**src/rtl/mcc_pkg.sv**
```systemverilog
// rtl/mcc_pkg.sv - shared states, opcodes, ALUop codes and mux selects for multicycle_ctrl
package mcc_pkg;

  typedef enum logic [3:0] {
    S_FETCH    = 4'd0,
    S_DECODE   = 4'd1,
    S_EXEC_R   = 4'd2,
    S_EXEC_I   = 4'd3,
    S_MEM_ADDR = 4'd4,
    S_MEM_RD   = 4'd5,
    S_MEM_WR   = 4'd6,
    S_WB_ALU   = 4'd7,
    S_WB_MEM   = 4'd8,
    S_BRANCH   = 4'd9,
    S_JUMP     = 4'd10,
    S_JR       = 4'd11
  } state_t;

  localparam logic [5:0] OP_RTYPE = 6'h00;
  localparam logic [5:0] OP_J     = 6'h02;
  localparam logic [5:0] OP_JAL   = 6'h03;
  localparam logic [5:0] OP_BEQ   = 6'h04;
  localparam logic [5:0] OP_BNE   = 6'h05;
  localparam logic [5:0] OP_ADDI  = 6'h08;
  localparam logic [5:0] OP_SLTI  = 6'h0A;
  localparam logic [5:0] OP_LW    = 6'h23;
  localparam logic [5:0] OP_SW    = 6'h2B;
  localparam logic [5:0] FUNCT_JR = 6'h08;

  localparam logic [3:0] ALU_ADD   = 4'd0;
  localparam logic [3:0] ALU_SUB   = 4'd1;
  localparam logic [3:0] ALU_RTYPE = 4'd2;
  localparam logic [3:0] ALU_SLT   = 4'd3;

  localparam logic [1:0] SRC_B_RT     = 2'd0;
  localparam logic [1:0] SRC_B_FOUR   = 2'd1;
  localparam logic [1:0] SRC_B_IMM    = 2'd2;
  localparam logic [1:0] SRC_B_IMM_SH = 2'd3;

  localparam logic [1:0] REG_DST_RT = 2'd0;
  localparam logic [1:0] REG_DST_RD = 2'd1;
  localparam logic [1:0] REG_DST_RA = 2'd2;

  localparam logic [1:0] M2R_ALUOUT = 2'd0;
  localparam logic [1:0] M2R_MDR    = 2'd1;
  localparam logic [1:0] M2R_PC     = 2'd2;

  localparam logic [1:0] PC_SRC_ALU    = 2'd0;
  localparam logic [1:0] PC_SRC_ALUOUT = 2'd1;
  localparam logic [1:0] PC_SRC_JUMP   = 2'd2;
  localparam logic [1:0] PC_SRC_RS     = 2'd3;

  function automatic logic [3:0] alu_op_for_imm(input logic [5:0] op);
    return (op == OP_SLTI) ? ALU_SLT : ALU_ADD;
  endfunction

endpackage

```
**src/rtl/mcc_next_state.sv**
```systemverilog
// rtl/mcc_next_state.sv - opcode/funct decode to the state that follows DECODE
module mcc_next_state
  import mcc_pkg::*;
(
  input  logic [5:0] instr_op_i,
  input  logic [5:0] funct_i,
  output state_t     decode_next_o
);

  // Unknown opcodes fall back to FETCH so they retire as a NOP.
  always_comb begin
    decode_next_o = S_FETCH;
    case (instr_op_i)
      OP_RTYPE:       decode_next_o = (funct_i == FUNCT_JR) ? S_JR : S_EXEC_R;
      OP_ADDI, OP_SLTI: decode_next_o = S_EXEC_I;
      OP_LW, OP_SW:   decode_next_o = S_MEM_ADDR;
      OP_BEQ, OP_BNE: decode_next_o = S_BRANCH;
      OP_J, OP_JAL:   decode_next_o = S_JUMP;
      default:        decode_next_o = S_FETCH;
    endcase
  end

endmodule

```
**src/rtl/multicycle_ctrl.sv**
```systemverilog
// rtl/multicycle_ctrl.sv - multi-cycle FSM sequencer; MULTICYCLE_PERF_EN adds cycle/instr counters
module multicycle_ctrl
  import mcc_pkg::*;
#(
  parameter int ADDR_W = 32,
  parameter int CNT_W  = 32
) (
  input  logic             clk_i,
  input  logic             rst_i,
  input  logic [5:0]       instr_op_i,
  input  logic [5:0]       funct_i,
  input  logic             branch_taken_i,
  input  logic             mem_ready_i,
  output logic             pc_write_o,
  output logic             ir_write_o,
  output logic             reg_write_o,
  output logic             mem_read_o,
  output logic             mem_write_o,
  output logic             iord_o,
  output logic             alu_src_a_o,
  output logic [1:0]       alu_src_b_o,
  output logic [3:0]       alu_op_o,
  output logic [1:0]       reg_dst_o,
  output logic [1:0]       mem_to_reg_o,
  output logic [1:0]       pc_source_o,
  output logic [3:0]       state_o
`ifdef MULTICYCLE_PERF_EN
  ,
  output logic [CNT_W-1:0] cycle_cnt_o,
  output logic [CNT_W-1:0] instr_cnt_o
`endif
);

  if (ADDR_W < 1 || CNT_W < 1) begin : g_bad_param
    $error("multicycle_ctrl: ADDR_W and CNT_W must be positive");
  end

  state_t state_q, state_d, decode_next;
  logic   rtype_q, lw_q;

  mcc_next_state u_next_state (
    .instr_op_i    (instr_op_i),
    .funct_i       (funct_i),
    .decode_next_o (decode_next)
  );

  always_ff @(posedge clk_i or negedge rst_i) begin
    if (!rst_i) begin
      state_q <= S_FETCH;
      rtype_q <= 1'b0;
      lw_q    <= 1'b0;
    end else begin
      state_q <= state_d;
      if (state_q == S_DECODE) begin
        rtype_q <= (instr_op_i == OP_RTYPE);
        lw_q    <= (instr_op_i == OP_LW);
      end
    end
  end

  // Everything stays zero while rst_i is low so no write can leak out mid-reset.
  always_comb begin
    state_d      = state_q;
    pc_write_o   = 1'b0;
    ir_write_o   = 1'b0;
    reg_write_o  = 1'b0;
    mem_read_o   = 1'b0;
    mem_write_o  = 1'b0;
    iord_o       = 1'b0;
    alu_src_a_o  = 1'b0;
    alu_src_b_o  = SRC_B_RT;
    alu_op_o     = ALU_ADD;
    reg_dst_o    = REG_DST_RT;
    mem_to_reg_o = M2R_ALUOUT;
    pc_source_o  = PC_SRC_ALU;
    state_o      = S_FETCH;
    if (rst_i) begin
      state_o = state_q;
      case (state_q)
        S_FETCH: begin
          mem_read_o  = 1'b1;
          alu_src_b_o = SRC_B_FOUR;
          ir_write_o  = mem_ready_i;
          pc_write_o  = mem_ready_i;
          state_d     = mem_ready_i ? S_DECODE : S_FETCH;
        end
        S_DECODE: begin
          alu_src_b_o = SRC_B_IMM_SH;
          state_d     = decode_next;
        end
        S_EXEC_R: begin
          alu_src_a_o = 1'b1;
          alu_op_o    = ALU_RTYPE;
          reg_dst_o   = REG_DST_RD;
          state_d     = S_WB_ALU;
        end
        S_EXEC_I: begin
          alu_src_a_o = 1'b1;
          alu_src_b_o = SRC_B_IMM;
          alu_op_o    = alu_op_for_imm(instr_op_i);
          state_d     = S_WB_ALU;
        end
        S_WB_ALU: begin
          reg_write_o = 1'b1;
          reg_dst_o   = rtype_q ? REG_DST_RD : REG_DST_RT;
          state_d     = S_FETCH;
        end
        S_MEM_ADDR: begin
          alu_src_a_o = 1'b1;
          alu_src_b_o = SRC_B_IMM;
          state_d     = lw_q ? S_MEM_RD : S_MEM_WR;
        end
        S_MEM_RD: begin
          mem_read_o = 1'b1;
          iord_o     = 1'b1;
          state_d    = mem_ready_i ? S_WB_MEM : S_MEM_RD;
        end
        S_WB_MEM: begin
          reg_write_o  = 1'b1;
          mem_to_reg_o = M2R_MDR;
          state_d      = S_FETCH;
        end
        S_MEM_WR: begin
          mem_write_o = 1'b1;
          iord_o      = 1'b1;
          state_d     = mem_ready_i ? S_FETCH : S_MEM_WR;
        end
        S_BRANCH: begin
          alu_src_a_o = 1'b1;
          alu_op_o    = ALU_SUB;
          pc_source_o = PC_SRC_ALUOUT;
          pc_write_o  = branch_taken_i;
          state_d     = S_FETCH;
        end
        S_JUMP: begin
          pc_source_o = PC_SRC_JUMP;
          pc_write_o  = 1'b1;
          if (instr_op_i == OP_JAL) begin
            reg_write_o  = 1'b1;
            reg_dst_o    = REG_DST_RA;
            mem_to_reg_o = M2R_PC;
          end
          state_d = S_FETCH;
        end
        S_JR: begin
          pc_source_o = PC_SRC_RS;
          pc_write_o  = 1'b1;
          state_d     = S_FETCH;
        end
        default: state_d = S_FETCH;
      endcase
    end
  end

`ifdef MULTICYCLE_PERF_EN
  always_ff @(posedge clk_i or negedge rst_i) begin
    if (!rst_i) begin
      cycle_cnt_o <= '0;
      instr_cnt_o <= '0;
    end else begin
      cycle_cnt_o <= cycle_cnt_o + 1'b1;
      if (state_q != S_FETCH && state_d == S_FETCH)
        instr_cnt_o <= instr_cnt_o + 1'b1;
    end
  end
`endif

endmodule

```
**config.mk**
```make
export PLATFORM = sky130hd
export DESIGN_NAME = multicycle_ctrl
export DESIGN_NICKNAME = d
export VERILOG_FILES = /design/src/rtl/mcc_pkg.sv /design/src/rtl/mcc_next_state.sv /design/src/rtl/multicycle_ctrl.sv
export SDC_FILE = /design/constraint.sdc
export NUM_CORES = 1
export LEC_CHECK = 0
export ABC_AREA = 1
export CORE_MARGIN = 5
export CORE_UTILIZATION = 25
export CTS_BUF_LIST = sky130_fd_sc_hd__clkbuf_8
export CTS_CLUSTER_DIAMETER = 80
export DETAILED_ROUTE_END_ITERATION = 12
export PLACE_DENSITY = 0.55
export SLEW_MARGIN = 30
export SYNTH_ARGS = -nofsm -noshare
export SYNTH_HDL_FRONTEND = slang
export SYNTH_SLANG_ARGS = --single-unit
```
**constraint.sdc**
```tcl
create_clock -name clk_i -period 1.35 [get_ports clk_i]
set_input_delay 0.27 -clock clk_i [delete_from_list [all_inputs] [get_ports clk_i]]
set_output_delay 0.27 -clock clk_i [all_outputs]
set_load 0.01 [all_outputs]
```
==> impl_metrics.json <==
{
  "maxClockFrequency_mhz": 570,
  "synthAdderAreaFrac_pct": 0,
  "antenna_found_initial": 0,
  "portBuffers": 36,
  "area_share_of_xor_xnor_cells_in_the_synthesized_design_pct": 0,
  "critPathCapture": "reg_write_o",
  "cts_hold_repair.buffers": 0,
  "cp.depth": 6,
  "fraction_of_synthesized_cell_area_taken_by_the_top_area_cell_type_pct": 19.4,
  "synth_top_family_by_area": "simple AND/OR/NAND/NOR gates",
  "place_worst_setup_slack_ns": -0.820,
  "globalRouteOverflowTotal": 0,
  "cts_htree_levels": 1,
  "p_per_area_mw_per_mm2": 1570,
  "dpl.cell_count": 232,
  "dpl.hpwl_um": 2130,
  "post_synth.cell_area_avg_sq_um": 5.61,
  "first_pass_iters": 4,
  "die_area_sq_mm": 0.00431,
  "synth_seq_cells": 6,
  "rr_worst_depth": 12,
  "drcViolationCount": 0,
  "dr_total_vias": 1184,
  "tritoncts_clock_tree": "yes",
  "clock-root-buffer": "clkbuf_8",
  "num-nets-final": 243,
  "core_area_sq_mm": 0.00300,
  "yosys.area_share.simple_pct": 55.1,
  "worst-endpoint-required_ns": 1.08,
  "timing.final.hold_violations": 0,
  "syn_to_final_growth_pct": 121,
  "grt_first_pass_wirelength_um": 4750,
  "crit_path_end_kind": "output port",
  "report.final.slew_viol_count": 0,
  "setup_ws_ns": -0.404,
  "fin_worst_skew_ns": 0.00447,
  "vdd.ir_drop.worst_v": 0.000578,
  "setup.reg_to_reg.worst_slack_ns": -0.21,
  "grt_pass1_vias": 1098,
  "yosysWarningCount": 0,
  "post-synth-top-area-cell": "dfrtp_1",
  "initialDrtViolationCount": 37,
  "cts.path.max_buffers": 2,
  "area_after_detailed_placement_sq_mm": 0.00136,
  "final_antenna_net_count": 0,
  "layout-drive-gt1-share_pct": 59.6,
  "critical_path.cell_chain": "buf_12, nor2_4, nand4_1, buf_4, a21oi_2, buf_2",
  "worst_path_largest_cell_delay_ns": 0.44,
  "final_cell_count_no_fill": 258,
  "violations": "setup timing",
  "muxShareOfSynthArea_pct": 0,
  "synth_area_sq_um": 774,
  "arrival_ns": 1.48,
  "drt-vias-per-instance": 4.59,
  "leakagePower_uw": 0.000918,
  "layout_min_cycle_time_ns": 1.75,
  "largest_net_degree_at_the_start_of_global_routing": 17,
  "startpoint_to_endpoint_class_of_the_critical_path": "flop to output port",
  "timing.rr.start": "state_q[0]$_DFFE_PN0P_",
  "clock_latency_ns": 0.23,
  "synth.yosys.seq_area_share_pct": 19.4,
  "boundaryPins": 39,
  "worst-path-buf-inv": 3,
  "rsz0062_at_grt": "true",
  "cp_slowest_cell": "dfrtp_2",
  "result_of_the_run": "finished with violations",
  "final_min_period_over_clock_period_pct": 130,
  "cp_max_fo": 3,
  "cell_types_occupying_the_most_area_after_synthesis": "dfrtp_1, nand2_1, nor2_1",
  "die_h_um": 65.7,
  "cts_buffers": 3,
  "crit_path_start": "state_q[0]$_DFFE_PN0P_",
  "initial_core_utilization_pct": 25.8,
  "wirelength_um": 3380,
  "path_clk_slew_ns": 0.04,
  "setup-violations-final": 24,
  "synth_cell_types": 24,
  "fill_cells": 270,
  "floorplan.rows": 20,
  "tightest_hold_check_type": "input port to asynchronous set/reset pin",
  "die_w_um": 65.7,
  "global_route.usage.total_pct": 14.1,
  "critical_path.reg2reg.endpoint": "state_q[0]$_DFFE_PN0P_",
  "finalCoreUtilization_pct": 56.9,
  "startpoint_type": "flop",
  "routabilityCongestion": 0.818,
  "post_drt_wl_per_cell_um": 13.1,
  "num_antenna_cells": 0,
  "number_of_violations_of_the_max_capacitance_limit": 0,
  "synthCells": 138,
  "design_area_sq_mm": 0.00171,
  "critical_path.top_delay_family": "buffers and inverters",
  "numClockSinks": 6,
  "synth_compound_gate_area_share_pct": 9.53
}
[metrics by stage]
step / hold slack, ns / setup TNS (ns) / power, uW
floorplan: -0.0256 / 0 / 1010
global placement: 0.557 / -14.11 / 1670
detailed placement: 0.565 / -14.59 / 1680
CTS: 0.240 / -4.88 / 2270
global route: 0.274 / -7.84 / 2870
finish: 0.256 / -6.35 / 2680
[where the power goes]
group | total [uW] | internal, uW | switching, uW | leakage, uW
clock | 280 | 192 | 87.2 | 0.0000216
sequential | 376 | 252 | 124 | 0.0000722
combinational | 2020 | 1050 | 968 | 0.000824
[cell usage after synthesis]
library cell,instances
clkinv_1,1
nor2_2,2
buf_6,2
nor2_4,4
inv_2,3
nand3_1,9
conb_1,1
nand4_1,2
a31oi_1,1
o21ai_0,1
nand2_1,38
o21ai_2,1
nand3b_1,1
or2_2,1
inv_1,17
o22ai_1,3
nand2_4,2
a21oi_1,7
buf_4,2
clkbuf_1,1
nand2_2,2
dfrtp_1,6
nor3_1,3
nor2_1,28
[flip-flops by register name, indices dropped and copies added, names as in the netlist]
name / count
lw_q: 1
rtype_q: 1
state_q: 4
[repair_timing]
action                                  in CTS  in global routing
endpoints found under the setup margin      26                 27
pin swaps                                   15                 27
setup buffers                               17                 13
resized for setup                          121                 45
[how the worst min path moves through the flow]
stage	endpoint	slack [ns]	cells after the start
CTS	state_q[2]$_DFFE_PN0P_	0.24	3
global placement	rtype_q$_DFFE_PN0P_	0.56	2
global route	state_q[0]$_DFFE_PN0P_	0.27	3
floorplan	lw_q$_DFFE_PN0P_	-0.03	0
finish	state_q[0]$_DFFE_PN0P_	0.26	3
detailed placement	rtype_q$_DFFE_PN0P_	0.56	2
[cell usage in the layout, fill, tap and decap left out, types with 3 or more instances in the layout]
master           instances
dfrtp_2                  4
buf_2                   19
nand2_2                 12
inv_2                    6
clkdlybuf4s50_1          8
inv_4                    3
nor2_4                   9
buf_4                   33
nand2_4                  4
nor2_1                  18
buf_6                   20
dlygate4sd2_1            5
nor2_2                   7
inv_1                   11
nor3_2                   3
clkbuf_8                 3
a21oi_2                  5
nand2_1                 26
nand3_1                  7
[layer usage]
layer  wire length (um)  GRT usage, %
met5                  0             0
met4                112          6.48
met3                200          3.42
met2               1770          26.0
met1               1300          14.8
[cell families after synthesis]
kind of cell,Yosys count
simple gates,92
compound gates,13
flops,6
other cells,1
buf+inv,26
[cell type report]
class                           count  area, sq um  share of cell area [%]
Timing Repair Buffer               88          737                    43.1
Multi-Input combinational cell    107          648                    37.9
Sequential cell                     6          155                    9.08
Inverter                           21         86.3                    5.05
Clock buffer                        3         41.3                    2.42
Tap cell                           33         41.3                    2.42
[worst min-delay path, delay by kind of cell]
kind | cells | cell delay [ns]
buffers and inverters | 3 | 0.55
Note: power is estimated with default switching activity, not from simulation.
